--- config.mk ---
export PLATFORM = sky130hd
export DESIGN_NAME = bitwise_accum_unit
export DESIGN_NICKNAME = d
export VERILOG_FILES = /design/src/rtl/bitwise_accum_unit.sv
export SDC_FILE = /design/constraint.sdc
export NUM_CORES = 1
export LEC_CHECK = 0
export ABC_AREA = 1
export BUFFER_PORTS_ARGS = -buffer_cell sky130_fd_sc_hd__buf_2
export CORE_ASPECT_RATIO = 0.7
export CORE_MARGIN = 5
export CORE_UTILIZATION = 58
export DETAILED_ROUTE_END_ITERATION = 12
export PLACE_DENSITY = 0.81
export SLEW_MARGIN = 20
export SYNTH_ARGS = -nofsm -noshare
export SYNTH_HDL_FRONTEND = slang
export SYNTH_SLANG_ARGS = --single-unit
--- constraint.sdc ---
create_clock -name clk -period 5 [get_ports clk]
set_input_delay 1 -clock clk [delete_from_list [all_inputs] [get_ports clk]]
set_output_delay 1 -clock clk [all_outputs]
set_load 0.02 [all_outputs]
--- src/rtl/bitwise_accum_unit.sv ---
`default_nettype none
// ============================================================================
//  Module      : bitwise_accum_unit
//  Description : Selectable bitwise op (8 choices) on operands a/b, optionally
//                chained over a multi-beat transaction into an accumulator.
//                Valid/ready in, valid/ready out with registered popcount and
//                zero flags alongside the result.
//  Revision    : 1.0 - initial release
// ============================================================================
module bitwise_accum_unit #(
  parameter int WIDTH   = 8,
  parameter int BEATS_W = 4
) (
  input  logic                       clk,
  input  logic                       rst,
  input  logic                       in_valid,
  output logic                       in_ready,
  input  logic [WIDTH-1:0]           a,
  input  logic [WIDTH-1:0]           b,
  input  logic [2:0]                 op,
  input  logic                       acc_mode,
  input  logic [BEATS_W-1:0]         beats,
  output logic                       out_valid,
  input  logic                       out_ready,
  output logic [WIDTH-1:0]           result,
  output logic [$clog2(WIDTH+1)-1:0] popcnt,
  output logic                       zero
);

  localparam int PCNT_W = $clog2(WIDTH+1);

  localparam logic [1:0] C_IDLE  = 2'd0;
  localparam logic [1:0] C_ACCUM = 2'd1;
  localparam logic [1:0] C_DONE  = 2'd2;

  logic [1:0]         r_state;
  logic [2:0]         r_op;
  logic [WIDTH-1:0]   r_acc;
  logic [BEATS_W-1:0] r_remaining;
  logic [WIDTH-1:0]   r_result;
  logic [PCNT_W-1:0]  r_popcnt;
  logic               r_zero;

  logic [2:0]         w_sel;
  logic [WIDTH-1:0]   w_x;
  logic [WIDTH-1:0]   w_next;
  logic [PCNT_W-1:0]  w_pop;
  logic               w_xfer;
  logic               w_finish;

  // Bitwise operation table; op 6 clears the bits of x that are set in y.
  function automatic logic [WIDTH-1:0] apply_op(input logic [2:0]       sel,
                                                input logic [WIDTH-1:0] x,
                                                input logic [WIDTH-1:0] y);
    logic [WIDTH-1:0] f;
    case (sel)
      3'd0:    f = x & y;
      3'd1:    f = x | y;
      3'd2:    f = x ^ y;
      3'd3:    f = ~(x & y);
      3'd4:    f = ~(x | y);
      3'd5:    f = ~(x ^ y);
      3'd6:    f = x & ~y;
      default: f = x;
    endcase
    return f;
  endfunction

  // Handshake status; an unreachable encoding reports not-ready until it recovers.
  always_comb begin
    in_ready  = (r_state == C_IDLE) || (r_state == C_ACCUM);
    out_valid = (r_state == C_DONE);
    w_xfer    = in_valid && in_ready;
  end

  // Next accumulator value: first beat uses a and the live op, later beats fold into acc.
  always_comb begin
    w_sel  = (r_state == C_IDLE) ? op : r_op;
    w_x    = (r_state == C_IDLE) ? a  : r_acc;
    w_next = apply_op(w_sel, w_x, b);
    w_pop  = '0;
    for (int i = 0; i < WIDTH; i++) begin
      w_pop = w_pop + {{(PCNT_W-1){1'b0}}, w_next[i]};
    end
  end

  // The beat being accepted is the last one of its transaction.
  always_comb begin
    w_finish = 1'b0;
    if (w_xfer) begin
      if (r_state == C_IDLE) begin
        w_finish = !acc_mode || (beats == '0);
      end else begin
        w_finish = (r_remaining == BEATS_W'(1));
      end
    end
  end

  // Transaction state machine and accumulator.
  always_ff @(posedge clk) begin
    if (rst) begin
      r_state     <= C_IDLE;
      r_op        <= 3'd0;
      r_acc       <= '0;
      r_remaining <= '0;
    end else begin
      case (r_state)
        C_IDLE: begin
          if (w_xfer) begin
            r_op  <= op;
            r_acc <= w_next;
            if (w_finish) begin
              r_state <= C_DONE;
            end else begin
              r_remaining <= beats;
              r_state     <= C_ACCUM;
            end
          end
        end
        C_ACCUM: begin
          if (w_xfer) begin
            r_acc       <= w_next;
            r_remaining <= r_remaining - BEATS_W'(1);
            if (w_finish) begin
              r_state <= C_DONE;
            end
          end
        end
        C_DONE: begin
          if (out_ready) begin
            r_state <= C_IDLE;
          end
        end
        default: begin
          r_state <= C_IDLE;
        end
      endcase
    end
  end

  // Output register: captured from the final acc value on the edge that enters DONE, held otherwise.
  always_ff @(posedge clk) begin
    if (rst) begin
      r_result <= '0;
      r_popcnt <= '0;
      r_zero   <= 1'b0;
    end else if (w_finish) begin
      r_result <= w_next;
      r_popcnt <= w_pop;
      r_zero   <= (w_next == '0);
    end
  end

  assign result = r_result;
  assign popcnt = r_popcnt;
  assign zero   = r_zero;

endmodule
`default_nettype wire

After elaboration in Yosys (flattened, before gate mapping)
Index checks and enable logic that the tools add are counted.

Add/subtract/negate cells: 8. $mul: 0. Div/mod/pow operators: 0. $lt $le $gt $ge: 0. Eq/ne operators: 14. Shift-type cells: 0. Muxes and demuxes: 15. Bitwise gates (word level): 8. Reductions and logical operators: 14.

Operators by type and width (number): $pmux 8 s7 (1); $not 8->8 (4); $add 4x1->4 (4); $and 8x8->8 (2); $mux 4 (3); $mux 2 (5); $eq 3x3->1 const B (3); $logic_not 8->1 (1); $mux 8 (1); $ne 2x2->1 const B (4); $or 8x8->8 (1); $pmux 4 s2 (1); $reduce_and 4->1 (2); $xor 8x8->8 (1); $eq 3x2->1 const B (2); $pmux 2 s3 (1); $add 3x1->4 (1); $eq 4x1->1 const B (1); $logic_not 4->1 (1); $reduce_and 2->1 (2); $sub 4x1->4 const B (1); $add 2x1->3 (1); $eq 3x1->1 const B (1); $logic_not 3->1 (1); other kinds (12) (14).

Bits in registers: 30. Latch bits: 0. RAM bits: 0. ROM bits: 0. Bits of input ports: 28. Output and inout bits: 15. Logic and storage cells: 66. Memories kept: 0.

Logic depth before layout (Yosys ltp)
Gate-level depths: netlist of the first run.

Word-level depth: 12. Mapped depth: 21. Mapped depth without buffers: 20.

Least setup slack after synthesis of the first run
OpenSTA, ideal clock, no wires.

Path kind: in2reg. Start: input a[1]. End: register r_popcnt[2], in the netlist popcnt[2]. Library setup time: 0.070 ns. Arrival: 4.223 ns. Required time: 4.930 ns. Slack: 0.707 ns. Stages on the path: 16. Path buffers: 0. Path through: nand2_1 o21ai_0 ha_1 nor2_1 nor3_1 nand4_1 o21ai_1 fa_1 fa_1 fa_1 inv_1 ha_1 inv_1 fa_1 xor2_1 a21oi_1.

Longest elaborated chain between the ends: 11. Elaborated cells between the ends (all ways): 16. Classes of those cells: add/sub (7); mux (2); bitwise (7).

RTL lines: start: declaration (line 18) `input logic [WIDTH-1:0] a,`; $mux 8 * (line 79) `w_x = (r_state == C_IDLE) ? a : r_acc;`; $xor 8x8->8 (tied with other cells) (line 59, 62); $not 8->8, on equally long branches (line 62, 60, 61); $pmux 8 s7 * (line 56) `case (sel)`; $add 1x1->2 * (line 83) `w_pop = w_pop + {{(PCNT_W-1){1'b0}}, w_next[i]};`; $add 2x1->3 * (line 83); $add 3x1->4 * (line 83); $add 4x1->4 * (4 in a row) (line 83); end signal: assignment (line 149) `r_popcnt <= w_pop;`; end: declaration (line 41) `logic [PCNT_W-1:0] r_popcnt;`.

Every way passes the cells marked *; elsewhere a longest branch is shown, timed or not. A chain may end at the register's enable or synchronous reset.

Final worst setup path of the first run
Start: register r_state[1]. End: register r_popcnt[2], in the netlist popcnt[2].

Longest elaborated chain between the ends: 12. Elaborated cells between the ends (all ways): 30. Classes of those cells: add/sub (7); eq/ne (7); mux (5); bitwise (7); reduce/logical (4).

RTL lines: start: declaration (line 36) `logic [1:0] r_state;`; start signal: assignment (line 102) `r_state <= C_IDLE;`; start signal: assignment (line 113) `r_state <= C_DONE;`; start signal: assignment (line 116) `r_state <= C_ACCUM;`; $logic_not 2->1; $mux 8 (line 79); $xor 8x8->8 (tied with other cells) (line 59, 62); $not 8->8, on equally long branches (line 62, 60, 61); $pmux 8 s7 (line 56); $add 1x1->2 (line 83); $add 2x1->3 (line 83); $add 3x1->4 (line 83); $add 4x1->4 (4 in a row) (line 83).

Parallel ways exist; a longest one is shown, timed or not.

==> impl_metrics.ini, run 1 <==
[global_route]
grt_max_degree = 29
overflow = 0
antenna_found_initial = 0
grt_pass1_wl_mm = 11.13
grt_pass1_vias = 2546
grt_usage = 0.2230

[run]
drv_cap = 0

[placement]
io_buffers = 42
place_congestion = 0.9333
dp_hpwl_mm = 5.057

[yosys]
yosys_warnings = 0
synth.distinct_cells = 30
syn_avg_cell_area_um2 = 6.785
syn_nets = 464
netlist_area_um2 = 2728
ys_seq_area_frac = 0.2202
synth_cells = 402
ys_ff_latch = 30

[drt]
wl_met3_um = 533
ant_nets = 0
wl_met2_mm = 2.936
first_iter_violations = 249
top_layer = met4
drt-vias-per-instance = 5.662
first_pass_iters = 5
wl_per_cell_um = 13.61
drc = 0
num_vias = 2780
m1WireLength_mm = 3.160
routed_wl_mm = 6.682

[critical_path]
crit_start = r_state[1]
worst_ep_required_time_ns = 5.21
worst-setup-path-type = flip-flop to flip-flop
cp.arrival_ns = 4.62
rr_endpoint = popcnt[2]
r2r_start = r_state[1]
reg2reg_slack_ns = 0.58
critical_path.endpoint = popcnt[2]
critPathCaptureType = flip-flop
crit_fanout = 19
ff2ff_path_depth = 16
worst_setup_path_start_kind = flip-flop

[clock_tree]
cts_resized = 0
post-cts-setup-buffers = 0
htreeDepth = 2
clk_pin_slew_worst_paths_ns = 0.06
cts_buffers = 5
root_buffer = clkbuf_8
clk_latency_ns = 0.28
cts.sinks = 30
cts_tree = done
hold_buffers = 0
clock_path_buffers = 2

[sta]
finClkSkew_ns = 0.004559
hold_viol_final = 0
maxSlewViolCount = 0
holdWs_ns = 0.4647
relSlewSlack = 0.3790
fin_setup_tns_ns = 0
period_share = 0.8830
grt_setup_unrepaired = false
finalSetupViolCount = 0
fmax_mhz = 226.5
fin_crit_ns = 4.415
tightest_slew_ns = 0.9281

[power_and_ir_drop]
p_leak_nw = 1.573
power-per-cell-area_nw_per_um2 = 479.6
power.total_mw = 1.441
ir_drop_uv = 401.3

[floorplan]
design.core.area_um2 = 4454
dieArea_um2 = 6196
die_w_um = 91.97
num_rows = 20
fp.dieH_um = 67.38
start_util = 0.6124
ios = 43

[layout]
areaGrowthSynthToFinish_pct = 10.18
finalNetCount = 499
drive_above_1_share = 0.1743
n_antenna_cell = 0

[run_status]
outcome = finished, final reports clean

[min_path]
min-delay-path-class = flip-flop to flip-flop
[layout make-up]
type                       count  area (um^2)
fill                         387         1449
multi-input combinational    285         1754
inverter                      69        259.0
sequential                    30        600.6
clock buffer                   6        82.58
timing repair buffer          46        240.2
tap                           55        68.82
[per-layer routing]
metal  global-route usage  up-vias
met4              0.07593        0
met2               0.3573      114
met1               0.2993     1273
met5                    0        -
li1                     -     1386
met3              0.05122        7
[per-stage QoR]
step                area (um^2)  instances  utilization  worst slack, ns
CTS                        3005        491       0.6747           0.5833
global route               3005        491       0.6747           0.2251
global placement           2923        485       0.6562           0.4415
floorplan                  2728        402            -           0.7067
finish                     3005        491       0.6747           0.5850
detailed placement         2923        485       0.6562           0.3726
[logic make-up (layout without fill, tap and decap cells)]
logic type                 count (synthesis)  in the layout  share of synthesized area
and+or+nand+nor                          174            174                     0.3179
AOI/OAI and AO/OA                         75             75                     0.1518
DFF                                       30             30                     0.2202
buffers and inverters                     87            121                     0.1367
adders and majority gates                 34             34                     0.1670
xor gates and xnor gates                   2              2                   0.006423
[cells in the mapped netlist (all sizes together)]
cell	count	area (um^2)
a221oi	1	8.760
inv	69	259.0
a2111oi	1	8.760
o21ai	40	207.7
nand2	80	366.6
nor3	3	20.02
a21oi	24	120.1
nor2	38	165.2
buf	12	91.33
nand3	13	65.06
a22oi	1	7.510
fa	4	80.08
a211oi	7	52.55
o2111ai	1	8.760
dfxtp	30	600.6
xor2	2	17.52
ha	30	375.4
nand4	36	225.2
clkbuf	6	22.52
or2	4	25.03
[sequential cells by signal, summed over array words and instances (netlist names)]
| register | count |
|---|---|
| zero | 1 |
| popcnt | 4 |
| r_op | 3 |
| r_remaining | 4 |
| result | 8 |
| r_state | 2 |
| r_acc | 8 |
[how the worst min path moves through the flow]
stage / from / end / slack, ns / cells past startpoint
2_1_floorplan: r_remaining[3] / r_remaining[3] / 0.47 / 2
4_1_cts: popcnt[0] / popcnt[0] / 0.47 / 2
5_1_grt: popcnt[3] / popcnt[3] / 0.48 / 2
6_report: popcnt[0] / popcnt[0] / 0.46 / 2
3_3_place_gp: popcnt[3] / popcnt[3] / 0.45 / 2
3_5_place_dp: popcnt[0] / popcnt[0] / 0.46 / 2
[layout by cell type, fill, tap and decap left out]
cell type / Yosys / layout
a22oi_1: 1 / 1
buf_2: 7 / 42
nand2_8: 1 / 1
nand2_1: 67 / 67
a2111oi_0: 1 / 1
nor3_2: 1 / 1
nand2_4: 4 / 4
nor3_1: 2 / 2
a211oi_1: 7 / 7
nand3_1: 13 / 13
a221oi_1: 1 / 1
or2_1: 3 / 3
o21ai_1: 4 / 4
nor2_1: 35 / 35
clkbuf_8: 0 / 6
o21ai_2: 2 / 2
a21oi_1: 24 / 24
o2111ai_1: 1 / 1
o21ai_0: 34 / 34
nand4_1: 36 / 36
buf_4: 0 / 4
nor2_4: 3 / 3
ha_1: 30 / 30
dfxtp_1: 30 / 30
inv_2: 4 / 4
inv_1: 65 / 65
or2_2: 1 / 1
xor2_1: 2 / 2
fa_1: 4 / 4
nand2_2: 8 / 8
[power breakdown]
| group | switching (mW) | internal [mW] | leakage [nW] |
|---|---|---|---|
| sequential | 0.0279 | 0.287 | 0.247 |
| combinational | 0.610 | 0.325 | 1.28 |
| clock | 0.0861 | 0.106 | 0.0431 |
[critical path, stage by stage (launching register included)]
cell	delay, ns
dfxtp_1	0.37
nor2_4	0.43
o21ai_0	0.28
ha_1	0.37
nor2_1	0.05
nor3_1	0.19
nand4_1	0.10
o21ai_1	0.21
fa_1	0.50
fa_1	0.53
fa_1	0.40
inv_1	0.06
ha_1	0.13
inv_1	0.06
fa_1	0.37
xor2_1	0.15
a21oi_1	0.14
No activity file was read; power rests on OpenSTA's default activity.
==> run 2, diff against run 1 <==
--- a/config.mk
+++ b/config.mk
@@ -9,10 +9,11 @@
 export BUFFER_PORTS_ARGS = -buffer_cell sky130_fd_sc_hd__buf_2
 export CORE_ASPECT_RATIO = 0.7
 export CORE_MARGIN = 5
-export CORE_UTILIZATION = 58
+export CORE_UTILIZATION = 49
 export DETAILED_ROUTE_END_ITERATION = 12
-export PLACE_DENSITY = 0.81
+export PLACE_DENSITY = 0.71
 export SLEW_MARGIN = 20
 export SYNTH_ARGS = -nofsm -noshare
 export SYNTH_HDL_FRONTEND = slang
 export SYNTH_SLANG_ARGS = --single-unit
+export TNS_END_PERCENT = 20
==> constraint.sdc (replaced) <==
create_clock -name clk -period 4.23 [get_ports clk]
set_input_delay 0.846 -clock clk [delete_from_list [all_inputs] [get_ports clk]]
set_output_delay 0.846 -clock clk [all_outputs]
set_load 0.02 [all_outputs]
==> impl_metrics.ini, run 2 (synthesis results as in run 1) <==
[layout]
final_area_um2 = 3267
layout_commonest_cell = nand2_1
areaGrowthSynthToFinish_pct = 19.77
finalNetCount = 526
n_antenna_cell = 0
postLayoutCoreUtil = 0.6149
final_cell_mix = 67 x nand2_1, 65 x inv_1, 42 x buf_2, 36 x nand4_1, 35 x nor2_1
fillCellCount = 494
drive_above_1_share = 0.2349

[clock_tree]
cts_tree = done
root_buffer = clkbuf_8
htreeDepth = 2
clock_path_buffers = 2
cts.sinks = 30
cts_buffers = 5
clk_pin_slew_worst_paths_ns = 0.06
clk_latency_ns = 0.29

[sta]
period_share = 0.9573
finClkSkew_ns = 0.007008
holdWs_ns = 0.4602
finalSetupViolCount = 0
fin_crit_ns = 4.049
fin_setup_tns_ns = 0
tightest_slew_ns = 0.5560
hold_viol_final = 0
maxSlewViolCount = 0
relSlewSlack = 0.6289
fmax_mhz = 247.0
fin_ws_ns = 0.1806

[floorplan]
fp.dieH_um = 72.42
ios = 43
start_util = 0.5134
design.core.area_um2 = 5313
dieArea_um2 = 7182
die_w_um = 99.18
num_rows = 22

[power_and_ir_drop]
power-per-cell-area_nw_per_um2 = 561.8
combPwrFrac = 0.678
p_leak_nw = 1.707
ir_drop_uv = 421.5
seqPwrFrac = 0.203
p_int_mw = 0.9402
p_clk_frac = 0.118
p_switching_mw = 0.8952
sw_frac_of_total = 0.4878

[run]
drv_cap = 0

[global_route]
overflow = 0
grt_pass1_vias = 2421
grt_usage = 0.1952
grt_pass1_wl_mm = 11.39
grt_max_degree = 23
antenna_found_initial = 0

[placement]
preCtsSetupSlack_ns = -0.1914
place_congestion = 0.9018
io_buffers = 42
post_dp_cell_area_um2 = 3129
dp_hpwl_mm = 5.427

[critical_path]
crit_fanout = 8
worst_ep_required_time_ns = 4.37
worst-setup-path-type = flip-flop to flip-flop
cp_slowest_cell = fa_1
critPathCaptureType = flip-flop
cp.arrival_ns = 4.19
worst_setup_path_start_kind = flip-flop
ff2ff_path_depth = 17
max_stage_delay_ns = 0.53
path_cells = nor2_4 > buf_4 > o21ai_2 > nand3_1 > nor2_1 > nor3_2 > nand4_1 > o21ai_2 > fa_1 > fa_1 > fa_1 > inv_1 > ha_1 > inv_1 > fa_1 > xor2_1 > a21oi_1
cpMostUsedCell = fa_1

[drt]
drt-vias-per-instance = 5.215
ant_nets = 0
routed_wl_mm = 7.166
drc = 0
first_pass_iters = 5
first_iter_violations = 207
num_vias = 2795
wl_per_cell_um = 13.37

[min_path]
min-delay-path-class = flip-flop to flip-flop
hold_path_depth = 2

[run_status]
outcome = finished, final reports clean
## run 2: changes by cell type in the layout (fill, tap and decap cells not counted), sizes merged
cell / delta
nor2: +1
clkbuf: +1
buf: +26
## run 2: area by class of cell
cell class	count	area, um^2	share of cell area
well taps	72	90.09	0.02758
clock buffers	7	76.32	0.02336
multi-input cells	286	1788	0.5473
flip-flops and latches	30	605.6	0.1854
inverters	69	259.0	0.07928
repair buffers	72	447.9	0.1371
## run 2: metal layers
metal	global-route usage	wire [um]	vias up
li1	-	-	1449
met1	0.3033	3750	1262
met2	0.2649	2920	75
met3	0.04035	407	9
met4	0.05758	89	0
met5	0	0	-
## run 2: path summary, 6_finish.rpt
| path | slack [ns] | from | to |
|---|---|---|---|
| max | 0.18 | r_state[1] | popcnt[2] |
| min | 0.46 | popcnt[0] | popcnt[0] |
| max reg2reg | 0.18 | r_state[1] | popcnt[2] |
| min reg2reg | 0.46 | popcnt[0] | popcnt[0] |
## run 2: metrics by stage
stage | total power [mW] | std cells
6_report | 1.835 | 536
5_1_grt | 2.054 | 536
4_1_cts | 1.805 | 532
3_5_place_dp | 1.583 | 525
3_3_place_gp | 1.554 | 525
2_1_floorplan | 1.250 | 402
## run 2: power groups by stage
| stage | logic, mW | registers [mW] | clock network [mW] |
|---|---|---|---|
| after global placement | 1.18 | 0.375 | 0 |
| final | 1.25 | 0.373 | 0.217 |
| after global routing | 1.43 | 0.380 | 0.239 |
| after CTS | 1.21 | 0.369 | 0.222 |
| after detailed placement | 1.21 | 0.374 | 0 |
| after floorplan | 0.845 | 0.405 | 0 |
## run 2: critical path: cells and delay by family (launching register included)
kind | cells | cell delay (ns)
xor+xnor | 1 | 0.14
buf+inv | 3 | 0.29
compound gates | 3 | 0.50
simple gates | 5 | 0.62
flops | 1 | 0.43
fa+ha+maj | 5 | 1.91
## run 2: what timing repair did
| action | CTS | global route |
|---|---|---|
| gates resized for setup | 0 | 12 |
| setup buffers | 0 | 3 |
| hold buffers | 0 | 0 |
| endpoints found under the setup margin | 0 | 3 |
==> run 3, diff against run 2 <==
--- a/config.mk
+++ b/config.mk
@@ -7,11 +7,12 @@
 export LEC_CHECK = 0
 export ABC_AREA = 1
 export BUFFER_PORTS_ARGS = -buffer_cell sky130_fd_sc_hd__buf_2
+export CAP_MARGIN = 20
 export CORE_ASPECT_RATIO = 0.7
 export CORE_MARGIN = 5
 export CORE_UTILIZATION = 49
 export DETAILED_ROUTE_END_ITERATION = 12
-export PLACE_DENSITY = 0.71
+export PLACE_DENSITY = 0.73
 export SLEW_MARGIN = 20
 export SYNTH_ARGS = -nofsm -noshare
 export SYNTH_HDL_FRONTEND = slang
==> constraint.sdc (replaced) <==
create_clock -name clk -period 3.25 [get_ports clk]
set_input_delay 0.65 -clock clk [delete_from_list [all_inputs] [get_ports clk]]
set_output_delay 0.65 -clock clk [all_outputs]
set_load 0.02 [all_outputs]
==> impl_metrics.ini, run 3 (synthesis results as in run 1) <==
[layout]
areaGrowthSynthToFinish_pct = 29.31
final_cell_mix = 65 x inv_1, 65 x nand2_1, 55 x buf_4, 42 x buf_2, 36 x nand4_1
finalNetCount = 551
drive_above_1_share = 0.2939
n_antenna_cell = 0
multi_input_area_um2 = 1823
stdcell_count = 562
regArea_um2 = 603.1
fillCellCount = 466

[sta]
finalSetupViolCount = 4
grt_setup_unrepaired = true
hold_viol_final = 0
fin_ws_ns = -0.6352
maxSlewViolCount = 0
period_share = 1.195
finClkSkew_ns = 0.004608
tightest_slew_ns = 0.5637
relSlewSlack = 0.6238
fmax_mhz = 257.4
fin_crit_ns = 3.885

[floorplan]
fp.dieH_um = 72.42
die_w_um = 99.18
ios = 43
start_util = 0.5134
num_rows = 22
design.core.area_um2 = 5313
dieArea_um2 = 7182

[global_route]
overflow = 0
grt_pass1_wl_mm = 12.23
grt_max_degree = 23
antenna_found_initial = 0
grt_usage = 0.2083
grt_pass1_vias = 2621

[clock_tree]
clock_path_buffers = 2
cts_buffers = 5
clk_latency_ns = 0.28
hold_buffers = 0
htreeDepth = 2
clk_pin_slew_worst_paths_ns = 0.07
root_buffer = clkbuf_8
cts_tree = done
cts.sinks = 30

[drt]
drc = 0
drt-vias-per-instance = 5.219
ant_nets = 0
num_vias = 2933
routed_wl_mm = 7.505
wl_per_cell_um = 13.35
first_pass_iters = 5
first_iter_violations = 204

[power_and_ir_drop]
p_leak_nw = 1.856
power.total_mw = 2.694
ir_drop_uv = 521.7
power-per-cell-area_nw_per_um2 = 763.7

[critical_path]
max_stage_delay_ns = 0.52
cpMostUsedCell = fa_1
ff2ff_path_depth = 16
worst_setup_path_start_kind = flip-flop
r2r_start = r_state[0]
cp_slowest_cell = fa_2
path_cells = nor2_4 > buf_12 > nand2_1 > o21ai_2 > ha_1 > a21oi_1 > nand4_1 > o21ai_2 > fa_1 > fa_1 > fa_1 > inv_1 > ha_1 > inv_1 > fa_2 > a21oi_1
cp.arrival_ns = 4.04
reg2reg_slack_ns = -0.64
worst-setup-path-type = flip-flop to flip-flop
worst_ep_required_time_ns = 3.40
rr_endpoint = popcnt[1]
critPathCaptureType = flip-flop
crit_fanout = 10

[min_path]
hold_path.startpoint = zero
min-delay-path-class = flip-flop to flip-flop
hold_path_depth = 2
worstHoldEndpoint = zero

[placement]
place_congestion = 0.9464
place_inst = 553
io_buffers = 42
dp_hpwl_mm = 5.972

[run_status]
outcome = finished, violations left
violations = negative setup slack

[run]
drv_cap = 0
## run 3: cell types whose count changed in the layout (fill, tap and decap cells not counted), sizes merged
cell,previous run,this run
bufinv,0,1
clkinv,0,2
clkbuf,7,5
buf,72,98
nor2,39,38
## run 3: what timing repair did
| action | CTS | global route |
|---|---|---|
| pin swaps | 1 | 1 |
| resized for setup | 6 | 3 |
| setup buffers | 0 | 1 |
| endpoints found under the setup margin | 4 | 4 |
## run 3: layer usage
metal,up-vias,track usage,share of wire
met3,6,0.03746,0.068
met4,0,0.04091,0.0064
met5,-,0,0
li1,1491,-,-
met1,1337,0.3111,0.49
met2,99,0.3132,0.44
## run 3: how the worst max path moves through the flow
stage	start	end	slack (ns)
after floorplan	op[0]	popcnt[1]	-0.56
after global placement	op[2]	popcnt[1]	-0.72
after detailed placement	op[2]	popcnt[1]	-0.84
after CTS	r_state[1]	popcnt[1]	-0.66
after global routing	r_state[0]	popcnt[2]	-0.86
final	r_state[0]	popcnt[1]	-0.64
## run 3: power breakdown
group / switching, mW / total (mW) / internal, mW / leakage (nW)
Combinational: 1.07 / 1.84 / 0.764 / 1.55
Clock: 0.146 / 0.372 / 0.225 / 0.0579
Sequential: 0.0433 / 0.485 / 0.442 / 0.248
Total: 1.26 / 2.69 / 1.43 / 1.86
## run 3: through the flow
| stage | TNS, ns | setup WS [ns] | util | cell area, um^2 | hold WS, ns |
|---|---|---|---|---|---|
| floorplan | -1.689 | -0.5570 | - | 2785 | 0.4694 |
| global placement | -2.424 | -0.7227 | 0.6347 | 3372 | 0.4503 |
| detailed placement | -2.810 | -0.8443 | 0.6347 | 3372 | 0.4555 |
| CTS | -2.136 | -0.6573 | 0.6599 | 3506 | 0.4689 |
| global route | -2.933 | -0.8581 | 0.6639 | 3527 | 0.4990 |
| finish | -2.065 | -0.6352 | 0.6639 | 3527 | 0.4682 |
## run 3: final cells by class
class                           instances  area share
Tap cell                               72     0.02554
Multi-Input combinational cell        285      0.5169
Timing Repair Buffer                   98      0.1823
Clock buffer                            5     0.01951
Inverter                               69     0.07343
Sequential cell                        30      0.1710
Clock inverter                          3     0.01135
## run 3: worst max-delay path, delay by kind of cell, from the launching register on
family	cells	cell delay (ns)
and+or+nand+nor	3	0.36
buffers and inverters	3	0.29
DFF	1	0.34
adders and majority gates	6	2.32
AOI/OAI and AO/OA	4	0.42
